### src/rtl/lcd_persistence_pkg.sv
// Shared types and the per-cell decay/hysteresis step for the LCD persistence engine.
package lcd_persistence_pkg;

    localparam int MAX_DW = 16;

    typedef enum logic [1:0] {
        ST_IDLE,
        ST_SWEEP,
        ST_SNAP
    } state_t;

    typedef struct packed {
        logic [MAX_DW-1:0] d;
        logic              disp;
    } cell_t;

    // Saturating step in integer space so neither end can wrap, then hysteresis on the new value.
    function automatic cell_t decay_next(
        input logic              live,
        input logic              en,
        input logic              disp,
        input logic [MAX_DW-1:0] d,
        input int                dw,
        input int                rise,
        input int                fall,
        input int                th_on,
        input int                th_off
    );
        cell_t r;
        int    max_v;
        int    nd;
        max_v  = (1 << dw) - 1;
        r.disp = disp;
        if (!en) begin
            nd     = live ? max_v : 0;
            r.disp = live;
        end else begin
            if (live) begin
                nd = int'(d) + rise;
                if (nd > max_v) nd = max_v;
            end else begin
                nd = int'(d) - fall;
                if (nd < 0) nd = 0;
            end
            if (nd >= th_on) begin
                r.disp = 1'b1;
            end else if (nd <= th_off) begin
                r.disp = 1'b0;
            end
        end
        r.d = MAX_DW'(nd);
        return r;
    endfunction

endpackage

### src/rtl/lcd_decay_cell.sv
// Combinational update of one segment cell: decay counter step plus display hysteresis.
module lcd_decay_cell
    import lcd_persistence_pkg::*;
#(
    parameter int DECAY_W    = 5,
    parameter int RISE       = 1,
    parameter int FALL       = 1,
    parameter int THRESH_ON  = 17,
    parameter int THRESH_OFF = 16
) (
    input  logic               live,
    input  logic               decay_en,
    input  logic [DECAY_W-1:0] d,
    input  logic               disp,
    output logic [DECAY_W-1:0] d_nxt,
    output logic               disp_nxt
);

    cell_t res;
    logic  unused_hi;

    always_comb begin
        res = decay_next(live, decay_en, disp, MAX_DW'(d), DECAY_W, RISE, FALL,
                         THRESH_ON, THRESH_OFF);
    end

    // The step saturates at 2^DECAY_W-1, so bits above DECAY_W are always zero.
    assign d_nxt     = res.d[DECAY_W-1:0];
    assign disp_nxt  = res.disp;
    assign unused_hi = |(res.d >> DECAY_W);

endmodule

### src/rtl/lcd_persistence.sv
// LCD segment persistence engine: live segment store, LANES-wide decay sweep per tick,
// and a frame-coherent snapshot of the display bits on vblank.
module lcd_persistence
    import lcd_persistence_pkg::*;
#(
    parameter int NUM_H      = 4,
    parameter int SEGS       = 16,
    parameter int DECAY_W    = 5,
    parameter int RISE       = 1,
    parameter int FALL       = 1,
    parameter int THRESH_ON  = 17,
    parameter int THRESH_OFF = 16,
    parameter int LANES      = 4
) (
    input  logic                     clk,
    input  logic                     reset_n,
    input  logic                     seg_wr,
    input  logic [$clog2(NUM_H)-1:0] seg_h,
    input  logic [SEGS-1:0]          seg_in,
    input  logic                     tick,
    input  logic                     decay_en,
    input  logic                     vblank,
    output logic [NUM_H*SEGS-1:0]    seg_out,
    output logic                     busy,
    output logic                     overrun
);

    localparam int CELLS = NUM_H * SEGS;
    localparam int IDX_W = (CELLS > 1) ? $clog2(CELLS) : 1;
    localparam logic [IDX_W-1:0] LAST_IDX = IDX_W'(CELLS - LANES);

    state_t             state_q, state_d;
    logic [IDX_W-1:0]   idx_q, idx_d;
    logic [CELLS-1:0]   live_q, live_d;
    logic [DECAY_W-1:0] decay_q [CELLS];
    logic [DECAY_W-1:0] decay_d [CELLS];
    logic [CELLS-1:0]   disp_q, disp_d;
    logic [CELLS-1:0]   seg_out_q, seg_out_d;
    logic               tick_prev_q, tick_prev_d;
    logic               vblank_prev_q, vblank_prev_d;
    logic               tick_pending_q, tick_pending_d;
    logic               snap_pending_q, snap_pending_d;
    logic               overrun_q, overrun_d;

    logic               tick_edge;
    logic               vblank_edge;

    logic               lane_live     [LANES];
    logic [DECAY_W-1:0] lane_d        [LANES];
    logic               lane_disp     [LANES];
    logic [DECAY_W-1:0] lane_d_nxt    [LANES];
    logic               lane_disp_nxt [LANES];

    assign tick_edge   = tick & ~tick_prev_q;
    assign vblank_edge = vblank & ~vblank_prev_q;

    for (genvar l = 0; l < LANES; l++) begin : g_lane
        assign lane_live[l] = live_q[idx_q + IDX_W'(l)];
        assign lane_d[l]    = decay_q[idx_q + IDX_W'(l)];
        assign lane_disp[l] = disp_q[idx_q + IDX_W'(l)];

        lcd_decay_cell #(
            .DECAY_W    (DECAY_W),
            .RISE       (RISE),
            .FALL       (FALL),
            .THRESH_ON  (THRESH_ON),
            .THRESH_OFF (THRESH_OFF)
        ) u_cell (
            .live     (lane_live[l]),
            .decay_en (decay_en),
            .d        (lane_d[l]),
            .disp     (lane_disp[l]),
            .d_nxt    (lane_d_nxt[l]),
            .disp_nxt (lane_disp_nxt[l])
        );
    end

    always_comb begin
        state_d        = state_q;
        idx_d          = idx_q;
        live_d         = live_q;
        decay_d        = decay_q;
        disp_d         = disp_q;
        seg_out_d      = seg_out_q;
        tick_prev_d    = tick;
        vblank_prev_d  = vblank;
        tick_pending_d = tick_pending_q;
        snap_pending_d = snap_pending_q;
        overrun_d      = overrun_q;

        if (seg_wr && (int'(seg_h) < NUM_H)) begin
            live_d[int'(seg_h)*SEGS +: SEGS] = seg_in;
        end

        // Edges seen while busy are queued; a second queued tick is lost and flagged.
        if (state_q != ST_IDLE) begin
            if (tick_edge) begin
                if (tick_pending_q) overrun_d = 1'b1;
                else                tick_pending_d = 1'b1;
            end
            if (vblank_edge) snap_pending_d = 1'b1;
        end

        case (state_q)
            ST_IDLE: begin
                if (tick_edge || tick_pending_q) begin
                    state_d        = ST_SWEEP;
                    idx_d          = '0;
                    tick_pending_d = tick_pending_q && tick_edge;
                    if (vblank_edge) snap_pending_d = 1'b1;
                end else if (vblank_edge || snap_pending_q) begin
                    state_d = ST_SNAP;
                end
            end
            ST_SWEEP: begin
                for (int l = 0; l < LANES; l++) begin
                    decay_d[idx_q + IDX_W'(l)] = lane_d_nxt[l];
                    disp_d[idx_q + IDX_W'(l)]  = lane_disp_nxt[l];
                end
                if (idx_q == LAST_IDX) begin
                    idx_d   = '0;
                    state_d = snap_pending_d ? ST_SNAP : ST_IDLE;
                end else begin
                    idx_d = idx_q + IDX_W'(LANES);
                end
            end
            ST_SNAP: begin
                seg_out_d      = disp_q;
                snap_pending_d = vblank_edge;
                state_d        = ST_IDLE;
            end
            default: begin
                state_d = ST_IDLE;
            end
        endcase
    end

    always_ff @(posedge clk or negedge reset_n) begin
        if (!reset_n) begin
            state_q        <= ST_IDLE;
            idx_q          <= '0;
            live_q         <= '0;
            disp_q         <= '0;
            seg_out_q      <= '0;
            tick_prev_q    <= 1'b0;
            vblank_prev_q  <= 1'b0;
            tick_pending_q <= 1'b0;
            snap_pending_q <= 1'b0;
            overrun_q      <= 1'b0;
            for (int i = 0; i < CELLS; i++) decay_q[i] <= '0;
        end else begin
            state_q        <= state_d;
            idx_q          <= idx_d;
            live_q         <= live_d;
            disp_q         <= disp_d;
            seg_out_q      <= seg_out_d;
            tick_prev_q    <= tick_prev_d;
            vblank_prev_q  <= vblank_prev_d;
            tick_pending_q <= tick_pending_d;
            snap_pending_q <= snap_pending_d;
            overrun_q      <= overrun_d;
            for (int i = 0; i < CELLS; i++) decay_q[i] <= decay_d[i];
        end
    end

    assign seg_out = seg_out_q;
    assign busy    = (state_q == ST_SWEEP);
    assign overrun = overrun_q;

endmodule

### config.mk
export PLATFORM = sky130hd
export DESIGN_NAME = lcd_persistence
export DESIGN_NICKNAME = d
export VERILOG_FILES = /design/src/rtl/lcd_persistence_pkg.sv /design/src/rtl/lcd_decay_cell.sv /design/src/rtl/lcd_persistence.sv
export SDC_FILE = /design/constraint.sdc
export NUM_CORES = 1
export LEC_CHECK = 0
export ABC_AREA = 1
export BUFFER_PORTS_ARGS = -buffer_cell sky130_fd_sc_hd__buf_2
export CAP_MARGIN = 0
export CORE_AREA = 2 2 253 255
export DETAILED_ROUTE_END_ITERATION = 6
export DIE_AREA = 0 0 255 257
export PLACE_DENSITY = 0.66
export SYNTH_ARGS = -nofsm -noshare
export SYNTH_HDL_FRONTEND = slang
export SYNTH_SLANG_ARGS = --single-unit
### constraint.sdc
create_clock -name clk -period 4.3 [get_ports clk]
set_input_delay 0.86 -clock clk [delete_from_list [all_inputs] [get_ports clk]]
set_output_delay 0.86 -clock clk [all_outputs]
set_load 0.02 [all_outputs]
After elaboration in Yosys (flattened, before gate mapping). Index checks and enable logic that the tools add are counted. W data, S select, Z words.

Reduce and logical (&&, ||, !) cells: 17. Muxes and demuxes: 106. Eq/ne operators: 6. Order comparisons: 32. Add/sub/neg operators: 13. Bitwise gates (word level): 8. Shifts and indexed selects: 2.

Operators by type and width (number): $bwmux W320 (4); $mux W32 (16); $bwmux W64 (5); $ge A32 B6 Y1 const B (4); $gt A32 B6 Y1 const B (4); $le A32 B6 Y1 const B (4); $lt A32 B1 Y1 const B (4); $bmux W5 S6 (4); $demux W5 S6 (4); $mux W5 (20); $shift A16 B33 Y64 const A (1); $shiftx A16 B33 Y64 (1); $bmux W1 S6 (8); $neg A6 Y33 (1); $mux W1 (32); $ge A7 B7 Y1 const B (4); $lt A6 B7 Y1 const B (4); $lt A7 B1 Y1 const B (4); $not A6 Y7 (4); $add A5 B1 Y6 const B (4); $demux W1 S6 (4); $ge A6 B1 Y1 const B (4); $sub A5 B1 Y6 const B (4); $add A6 B2 Y6 const B (2); other kinds (21) (38).

Logic and storage cells: 258. Flip-flop bits (word level): 525. Output and inout port bits: 66. Bits of input ports: 24.

Logic depth before layout (Yosys ltp). Gate-level depths: netlist (run 1).

Word-level depth: 17. Mapped depth: 25. Depth with buffers taken out: 20.

Cells and area by module. A second synthesis (run 1) with hierarchy kept.

Cells, all modules: 3281. Area total of the unflattened synthesis: 25680.9 µm².

Modules (own cells, without submodules): lcd_persistence (times used 1, area each 24139.4 µm², cells an instance 2973, seq. area each 13087.6 µm²); lcd_decay_cell (times used 4, area each 385.4 µm², cells an instance 77, seq. area each 0.0 µm²).

Worst setup path after synthesis (run 1). Ideal clock, no wire load.

Kind: reg2reg. Start point: register idx_q[2]. End point: register disp_q[16]. Data arrival time: 2.591 ns. Period minus slack after synthesis: 2.709 ns. Slack: 1.591 ns. Required time: 4.183 ns. Buffers on the path: 6. Stages on the path, launching flop included: 24. Library setup time: 0.117 ns. Cell sequence: dfrtp_1 -> buf_6 -> buf_8 -> buf_6 -> buf_6 -> buf_6 -> o21ai_0 -> o21ai_1 -> nor2_1 -> nand3_2 -> inv_2 -> ha_1 -> inv_1 -> nor2_1 -> nand2_1 -> nand2_1 -> nand2_1 -> nand3_1 -> nand2_1 -> nand2_4 -> inv_4 -> buf_8 -> nand3_2 -> nand2_1.

Word-level cells in the longest chain between the ends: 17. Elaborated cells on any way between the ends: 111. Classes of those cells: 11 x add/sub; 24 x order compare; 68 x mux; 4 x bitwise; 4 x reduce/logical.

RTL lines: start: declaration (RTL line lcd_persistence.sv:33) `logic [IDX_W-1:0] idx_q, idx_d;`; start signal: assignment (RTL line lcd_persistence.sv:153) `idx_q <= idx_d;`; $add A6 B1 Y6 or $not A6 Y7 (tied branches); $not A6 Y7 (implied by the code) or $bmux W5 S6 (tied branches) (RTL line lcd_persistence.sv:59) `assign lane_d[l] = decay_q[idx_q + IDX_W'(l)];`; $bmux W5 S6 or $mux W5 (tied branches) (RTL line lcd_persistence.sv:59); $mux W5 (implied by the code) (RTL line lcd_persistence.sv:59); $mux W5 (implied by the code) (tied with other cells) (RTL line lcd_persistence.sv:59); $sub A5 B1 Y6 (tied with other cells) (RTL line lcd_persistence_pkg.sv:42) `nd = int'(d) - fall;`; $lt A32 B1 Y1 (tied with other cells) (RTL line lcd_persistence_pkg.sv:43) `if (nd < 0) nd = 0;`; $mux W32 (on tied branches) (RTL line lcd_persistence_pkg.sv:43, lcd_persistence_pkg.sv:38, lcd_persistence_pkg.sv:40); $mux W32 (on tied branches) (RTL line lcd_persistence_pkg.sv:38, lcd_persistence_pkg.sv:34); $mux W32 or $le A32 B6 Y1 (tied branches) (RTL line lcd_persistence_pkg.sv:34, lcd_persistence_pkg.sv:47); $le A32 B6 Y1 or $mux W1 (tied branches) (RTL line lcd_persistence_pkg.sv:47) `end else if (nd <= th_off) begin`; $mux W1 (on tied branches) (RTL line lcd_persistence_pkg.sv:47, lcd_persistence_pkg.sv:45); $mux W1 (on tied branches) (RTL line lcd_persistence_pkg.sv:45, lcd_persistence_pkg.sv:34); $mux W1 or $bwmux W64 (tied branches) (RTL line lcd_persistence_pkg.sv:34, lcd_persistence.sv:118); $bwmux W64 (2 in a row) (RTL line lcd_persistence.sv:118) `disp_d[idx_q + IDX_W'(l)] = lane_disp_nxt[l];`; $bwmux W64 (*) (RTL line lcd_persistence.sv:118); end signal: assignment (RTL line lcd_persistence.sv:155) `disp_q <= disp_d;`; end: declaration (RTL line lcd_persistence.sv:37) `logic [CELLS-1:0] disp_q, disp_d;`.

Every way passes the cells marked *; elsewhere a longest branch is shown, timed or not. The select of a mux whose other input is x is not followed. A chain may end at the register's enable or synchronous reset.

Worst setup path after layout (run 1).
Start point: register idx_q[2]. End point: register decay_q[100] (netlist name).

Word-level cells in the longest chain between the ends: 14. Elaborated cells on any way between the ends: 91. Classes of those cells: 11 x add/sub; 16 x order compare; 56 x mux; 4 x bitwise; 4 x reduce/logical.

RTL lines: $add A6 B1 Y6 or $not A6 Y7 (tied branches) (RTL line lcd_persistence.sv:58, lcd_persistence.sv:59, lcd_persistence.sv:117); $not A6 Y7 (implied by the code) or $bmux W5 S6 (tied branches) (RTL line lcd_persistence.sv:59, lcd_persistence.sv:117); $bmux W5 S6 or $mux W5 (tied branches) (RTL line lcd_persistence.sv:59); $mux W5 (implied by the code) (RTL line lcd_persistence.sv:59); $mux W5 (implied by the code) (tied with other cells) (RTL line lcd_persistence.sv:59); $sub A5 B1 Y6 (tied with other cells) (RTL line lcd_persistence_pkg.sv:42); $lt A32 B1 Y1 (tied with other cells) (RTL line lcd_persistence_pkg.sv:43); $mux W32 (on tied branches) (RTL line lcd_persistence_pkg.sv:43, lcd_persistence_pkg.sv:38, lcd_persistence_pkg.sv:40); $mux W32 (on tied branches) (RTL line lcd_persistence_pkg.sv:38, lcd_persistence_pkg.sv:34); $mux W32 or $mux W5 (tied branches) (RTL line lcd_persistence_pkg.sv:34) `if (!en) begin`; $mux W5 or $bwmux W320 (tied branches) (RTL line lcd_persistence_pkg.sv:34, lcd_persistence.sv:117); $bwmux W320 (2 in a row) (RTL line lcd_persistence.sv:117) `decay_d[idx_q + IDX_W'(l)] = lane_d_nxt[l];`; $bwmux W320 (*) (RTL line lcd_persistence.sv:117); end: declaration (RTL line lcd_persistence.sv:35) `logic [DECAY_W-1:0] decay_q [CELLS];`.

Marked as above.

==> impl_results.md, run 1 <==
* Failing checks: DRC
* Minimum clock period at 3.57 ns
* Number of flops mapped to enable cells by yosys at 0
* CP max-delay cell: o21ai_1
* CP Cell Sequence: buf_12, o211ai_1, o21ai_0, nor2_1, nand2_1, inv_1, o21ai_1, a21oi_1
* Routed wire per std cell at 17.9 um
* Post-synth design cell area at 25000 um2
* Largest net degree at the start of global routing at 133
* Final period utilization at 83.1%
* Final global-route overflow total at 0
* Crit. Startpoint: idx_q[2]
* CTS Buf Count at 52
* Status: complete, but fails checks
* Max_cap viols at 0
* Initial Util at 39.8%
* Synth async-reset ratio at 100%
* Req. time, crit path at 4.72 ns
* Slowest stage delay, CP at 0.94 ns
* Via Count at 20300
* RR Startpoint: idx_q[2]
* Syn nets at 3049
* Bufs and invs on worst path at 2
* Placer Congestion at 0.900
* Crit path launch type: flip-flop
* Top-count cell post-synth: nand2_1
* Initial DRC count at 1591
* WP data arrival at 3.99 ns
* Clock share of power at 19.3%
* IO Count at 90
* Vias in the first global route at 19300
* Top cells by area, synth: dfrtp_1, nand2_1, nor2_1
* Final ANT Viol Nets at 0
* Remaining DRCs at 1
* RSZ-0062 raised after global routing: no
* Max FO, Critical Path at 132
* Number of distinct library cells after synthesis at 45
* Highest clock rate at 0.280 GHz
* Sequential share of power at 31.1%
* CTS max path bufs at 3
* Post-synth top cells: nand2_1, dfrtp_1, nor2_1, a21oi_1, inv_1
* Core ar. at 62700 um2
* Overall Power at 23.3 mW
* CTS clk-pin slew, worst paths at 0.06 ns
* Hpwl dp at 44800 um
* VDD IR-drop max at 0.530 mV
* Post-Synthesis Cells at 3011
* CTS Sinks at 523
* Final core utilization at 44.4%
* Largest delay contributor family on the critical path: compound AO/OA/AOI/OAI gates
* Total net switching power at 10.9 mW
* Routed wire length at 70500 um
* Die height at 257 um
* Yosys warning total at 0
* Worst Path Class, Setup: reg -> reg
* Worst-Skew Late Latency at 0.62 ns
* # port buffers at 89
* Min-delay worst type: in -> async
* ANT cells at 0
* # setup viols final at 0
* Global Route Usage Sum at 21.8%
* Synth area leader: dfrtp_1
* Post-CTS Setup Inserts at 0
* CTS Hold Buffers Added at 0
* Fraction of layout cells with a size suffix above 1 at 13.8%
* Endpoint class of the critical path: flip-flop
* CTS tree: yes
* Area growth from synthesis to layout at 11.5%
* Fraction of power spent switching nets at 46.7%
* Worst-margin pin slew at 1.20 ns
* Synth Flop Type: dfrtp_1
* First-pass GRT wire length at 111000 um
* Lkg Pwr at 12.8 nW
* Register area share after synthesis at 52.4%
* Top-area cell type share of the netlist area at 52.4%
* Relative slew margins at 19.8%
* Synth Register Bits at 523
* Clock Skew at 0.0211 ns
* Comb power frac at 49.6%
* Die X at 255 um
* Pwr/cell area at 837 nW/um2
* Fillcell total at 6130
* Vias per std cell at 5.15
* Root Buffer: clkbuf_16
* Final nets at 3091
* Drt first pass iters at 7
* Setup tns final at 0 ns
* FP Rows at 92
* Antenna violations before repair at 0
* Fin. max-slew vios at 0
* Die footprint at 65500 um2
* Int Power at 12.4 mW
* Post-cts resize count at 0
* # H-tree levels at 2
* Syn Area/Cell at 8.29 um2
* Endpoints failing hold at 0
## layout by cell type (no fill, tap or decap), types with 4 or more instances in the layout
| cell type | n |
|---|---|
| a21oi_1 | 316 |
| a21oi_2 | 14 |
| buf_12 | 10 |
| buf_2 | 88 |
| buf_4 | 58 |
| clkbuf_1 | 11 |
| clkbuf_16 | 52 |
| clkbuf_8 | 14 |
| clkinv_1 | 5 |
| clkinv_2 | 9 |
| dfrtp_1 | 521 |
| ha_1 | 14 |
| inv_1 | 189 |
| inv_2 | 13 |
| mux2_2 | 64 |
| nand2_1 | 751 |
| nand2_2 | 17 |
| nand2_4 | 4 |
| nand3_1 | 101 |
| nand3_2 | 31 |
| nand4_1 | 9 |
| nor2_1 | 477 |
| nor2_2 | 18 |
| nor2_4 | 7 |
| o211ai_1 | 6 |
| o21ai_0 | 136 |
| o21ai_1 | 74 |
| o21ai_2 | 4 |
| o21ai_4 | 6 |
| o22ai_1 | 32 |
| xor2_1 | 7 |
## cell families after synthesis
group                    after synthesis  synth area share [%]
multiplexers                          64                  2.89
XOR/XNOR                              10                 0.351
flip-flops                           523                  52.4
AND/OR/NAND/NOR                     1428                  23.8
buffers and inverters                378                  7.00
adder cells (fa/ha/maj)               14                 0.701
AO/OA/AOI/OAI                        594                  12.8
## stage by stage
step | cells | cell area [um2] | setup WS [ns] | hold slack, ns
after floorplan | 3011 | 25000 | 1.59 | 0.445
after global placement | 3845 | 26200 | 0.840 | 0.462
after detailed placement | 3845 | 26200 | 0.843 | 0.457
after CTS | 3937 | 27800 | 0.811 | 0.185
after global routing | 3937 | 27800 | 0.468 | 0.213
final | 3937 | 27800 | 0.729 | 0.193
## power groups by stage
stage / Combinational (mW) / Clock, mW / Sequential [mW]
final: 11.6 / 4.50 / 7.25
after global routing: 12.8 / 4.78 / 7.43
after global placement: 11.3 / 0 / 7.29
after CTS: 11.5 / 4.58 / 7.25
after detailed placement: 11.4 / 0 / 7.32
after floorplan: 8.49 / 0 / 7.41
## worst paths after layout
path                                 endpoint  slack, ns  cells past startpoint
worst max-delay path             decay_q[100]       0.73                      8
worst min-delay path               disp_q[34]       0.19                      1
worst max register to register   decay_q[100]       0.73                      8
worst min register to register     disp_q[21]       0.48                      2
max in group asynchronous           live_q[1]       3.12                      2
min in group clk                vblank_prev_q       0.37                      1
## sequential cells by signal, summed over array words and instances, names as in the netlist
name	cells
snap_pending_q	1
state_q	2
tick_pending_q	1
disp_q	64
seg_out	64
vblank_prev_q	1
live_q	64
overrun	1
decay_q	320
idx_q	4
tick_prev_q	1
## final cells by class
type | count | area [um2] | area share, %
sequential | 523 | 13100 | 47.0
clock buffer | 77 | 1540 | 5.51
timing repair buffer | 157 | 1090 | 3.92
multi-input combinational | 2110 | 10100 | 36.4
clock inverter | 15 | 135 | 0.485
inverter | 209 | 790 | 2.84
tap | 846 | 1060 | 3.80
## metal layers
metal	vias to the layer above	routed length, um	GRT usage [%]
li1	9742	-	-
met3	140	4400	3.15
met1	9749	30800	30.2
met2	640	32800	34.7
met4	0	2490	7.72
met5	-	0	0
No activity file was read; power rests on OpenSTA's default activity.
==> inputs of run 2 (changes only) <==
Settings changed: PLACE_DENSITY 0.66 to 0.68.
Clock period 4.3 ns to 3.12 ns, I/O delays scaled along.
==> impl_results.md, run 2 (same netlist as run 1, synthesis figures left out) <==
* IO Count at 90 (unchanged)
* Highest clock rate at 0.339 GHz (+21%)
* CP max-delay cell: dfrtp_4
* Max_cap viols at 0 (unchanged)
* Remaining DRCs at 0 (-1)
* Worst Path Class, Setup: reg -> reg
* CTS Buf Count at 53 (+1.9%)
* Routed wire per std cell at 17.8 um (-0.40%)
* Vias per std cell at 5.10 (-0.91%)
* Crit path launch type: flip-flop
* Status: finished, final reports clean
* Clock Skew at 0.0271 ns (+0.00599 ns)
* CP dominant cell by count: nand2_1
* Largest net degree at the start of global routing at 98 (-26%)
* Lkg Pwr at 13.5 nW (+5.7%)
* # setup viols final at 0 (unchanged)
* Final nets at 3198 (+3.5%)
* # port buffers at 89 (unchanged)
* CP Cell Sequence: buf_12, buf_12, nand2_1, inv_1, nor2_1, nor2_1, nor2_2, nand3_2, nor2_2, nand3_1, nand2_1, inv_1, nand2_1, nand2_1, nor2_1, nand2_1, nand2_2, buf_12, o21ai_0
* WP data arrival at 3.43 ns (-0.56 ns)
* CTS max path bufs at 3 (unchanged)
* Overall Power at 35.2 mW (+51%)
* Final ANT Viol Nets at 0 (unchanged)
* Routed wire length at 72200 um (+2.4%)
* Initial DRC count at 1913 (+20%)
* Max reg flops at 320 (unchanged)
* VDD IR-drop max at 0.640 mV (+21%)
* Vias in the first global route at 19900 (+3.0%)
* Req. time, crit path at 3.60 ns (-1.12 ns)
* CTS Sinks at 523 (unchanged)
* Slowest stage delay, CP at 0.55 ns (-0.39 ns)
* Layout Cells excl Fill at 4049 (+2.8%)
* Pwr/cell area at 1200 nW/um2 (+44%)
* Die footprint at 65500 um2 (unchanged)
* Endpoint class of the critical path: flip-flop
* # H-tree levels at 2 (unchanged)
* Area growth from synthesis to layout at 17.2%
* Fin. max-slew vios at 0 (unchanged)
* Hpwl dp at 48400 um (+8.2%)
* Core ar. at 62700 um2 (unchanged)
* Antenna violations before repair at 0 (unchanged)
* First-pass GRT wire length at 113000 um (+1.8%)
* Placer Congestion at 0.918 (+2.0%)
* Global Route Usage Sum at 22.1% (+0.35 points)
* Placed insts at 3944 (+2.6%)
* Worst-Skew Late Latency at 0.63 ns (about the same)
* Minimum clock period at 2.95 ns (-0.621 ns)
* Endpoints failing hold at 0 (unchanged)
* ANT cells at 0 (unchanged)
* Fillcell total at 5956 (-2.8%)
* Root Buffer: clkbuf_16
* Min-delay worst type: in -> reg
* Relative slew margins at 51.5% (+32 points)
* Initial Util at 39.8% (unchanged)
* Worst-margin pin slew at 0.726 ns (-0.469 ns)
* Die X at 255 um (unchanged)
* Max FO, Critical Path at 35 (-73%)
* Commonest non-fill, non-tap cell in the layout: nand2_1
* RSZ-0062 raised after global routing: yes
* CTS tree: yes
* Final period utilization at 94.6% (+11 points)
* Via Count at 20700 (+1.9%)
* CTS clk-pin slew, worst paths at 0.06 ns (about the same)
* Drt first pass iters at 6 (-1)
* Commonest non-fill, non-tap cells in the layout: nand2_1, dfrtp_1, nor2_1
* Reg2Reg Setup Slack at 0.17 ns (-0.56 ns)
* Setup tns final at 0 ns (unchanged)
* Final global-route overflow total at 0 (unchanged)
* FP Rows at 92 (unchanged)
* Die height at 257 um (unchanged)
* Fraction of layout cells with a size suffix above 1 at 17.4% (+3.5 points)
* Largest Register: decay_q
[run 2: power breakdown]
part	switching [mW]	internal, mW	leakage [nW]	total, mW
logic	11.9	6.69	7.05	18.6
registers	1.10	8.91	5.56	10.0
clock network	2.76	3.84	0.894	6.61
[run 2: area by class of cell]
cell class                 count  area, um2  share of cell area [%]
multi-input combinational   2110      10200                    34.8
sequential                   523      13100                    44.7
clock inverter                20        230                   0.787
timing repair buffer         263       2300                    7.88
clock buffer                  78       1580                    5.40
tap                          846       1060                    3.62
inverter                     209        805                    2.75
[run 2: worst paths after layout]
path | start | endpoint | cells past startpoint
worst min register to register | disp_q[8] | disp_q[8] | 2
min in group asynchronous | reset_n | decay_q[82] | 2
worst max-delay path | idx_q[2] | disp_q[19] | 19
worst min-delay path | vblank | vblank_prev_q | 1
worst max register to register | idx_q[2] | disp_q[19] | 19
max in group asynchronous | reset_n | decay_q[53] | 3
[run 2: through the flow]
| stage | util (%) | hold WS (ns) | worst slack [ns] | area (um2) |
|---|---|---|---|---|
| after floorplan | - | 0.328 | 0.411 | 25000 |
| after global placement | 43.5 | 0.462 | 0.0528 | 27300 |
| after detailed placement | 43.5 | 0.466 | 0.0259 | 27300 |
| after CTS | 46.4 | 0.116 | 0.0106 | 29100 |
| after global routing | 46.6 | 0.128 | -0.0327 | 29300 |
| final | 46.6 | 0.132 | 0.170 | 29300 |
[run 2: critical path: cells and delay by family (launching register included)]
| kind | cells | cell delay, ns |
|---|---|---|
| buffers and inverters | 5 | 0.64 |
| and+or+nand+nor | 13 | 1.47 |
| AOI/OAI and AO/OA | 1 | 0.11 |
| DFF | 1 | 0.55 |
[run 2: per-layer routing]
layer  GRT usage [%]  routed length (um)
met4            7.59                2280
met1            30.2               31400
met2            36.3               34300
met5               0                   0
met3            2.86                4270
[run 2: what timing repair did]
| action | CTS | global route |
|---|---|---|
| gates resized for setup | 0 | 28 |
| endpoints found under the setup margin | 0 | 200 |
| buffers inserted | 0 | 6 |
| hold buffers | 1 | 0 |
| hold endpoints to repair | 43 | 0 |
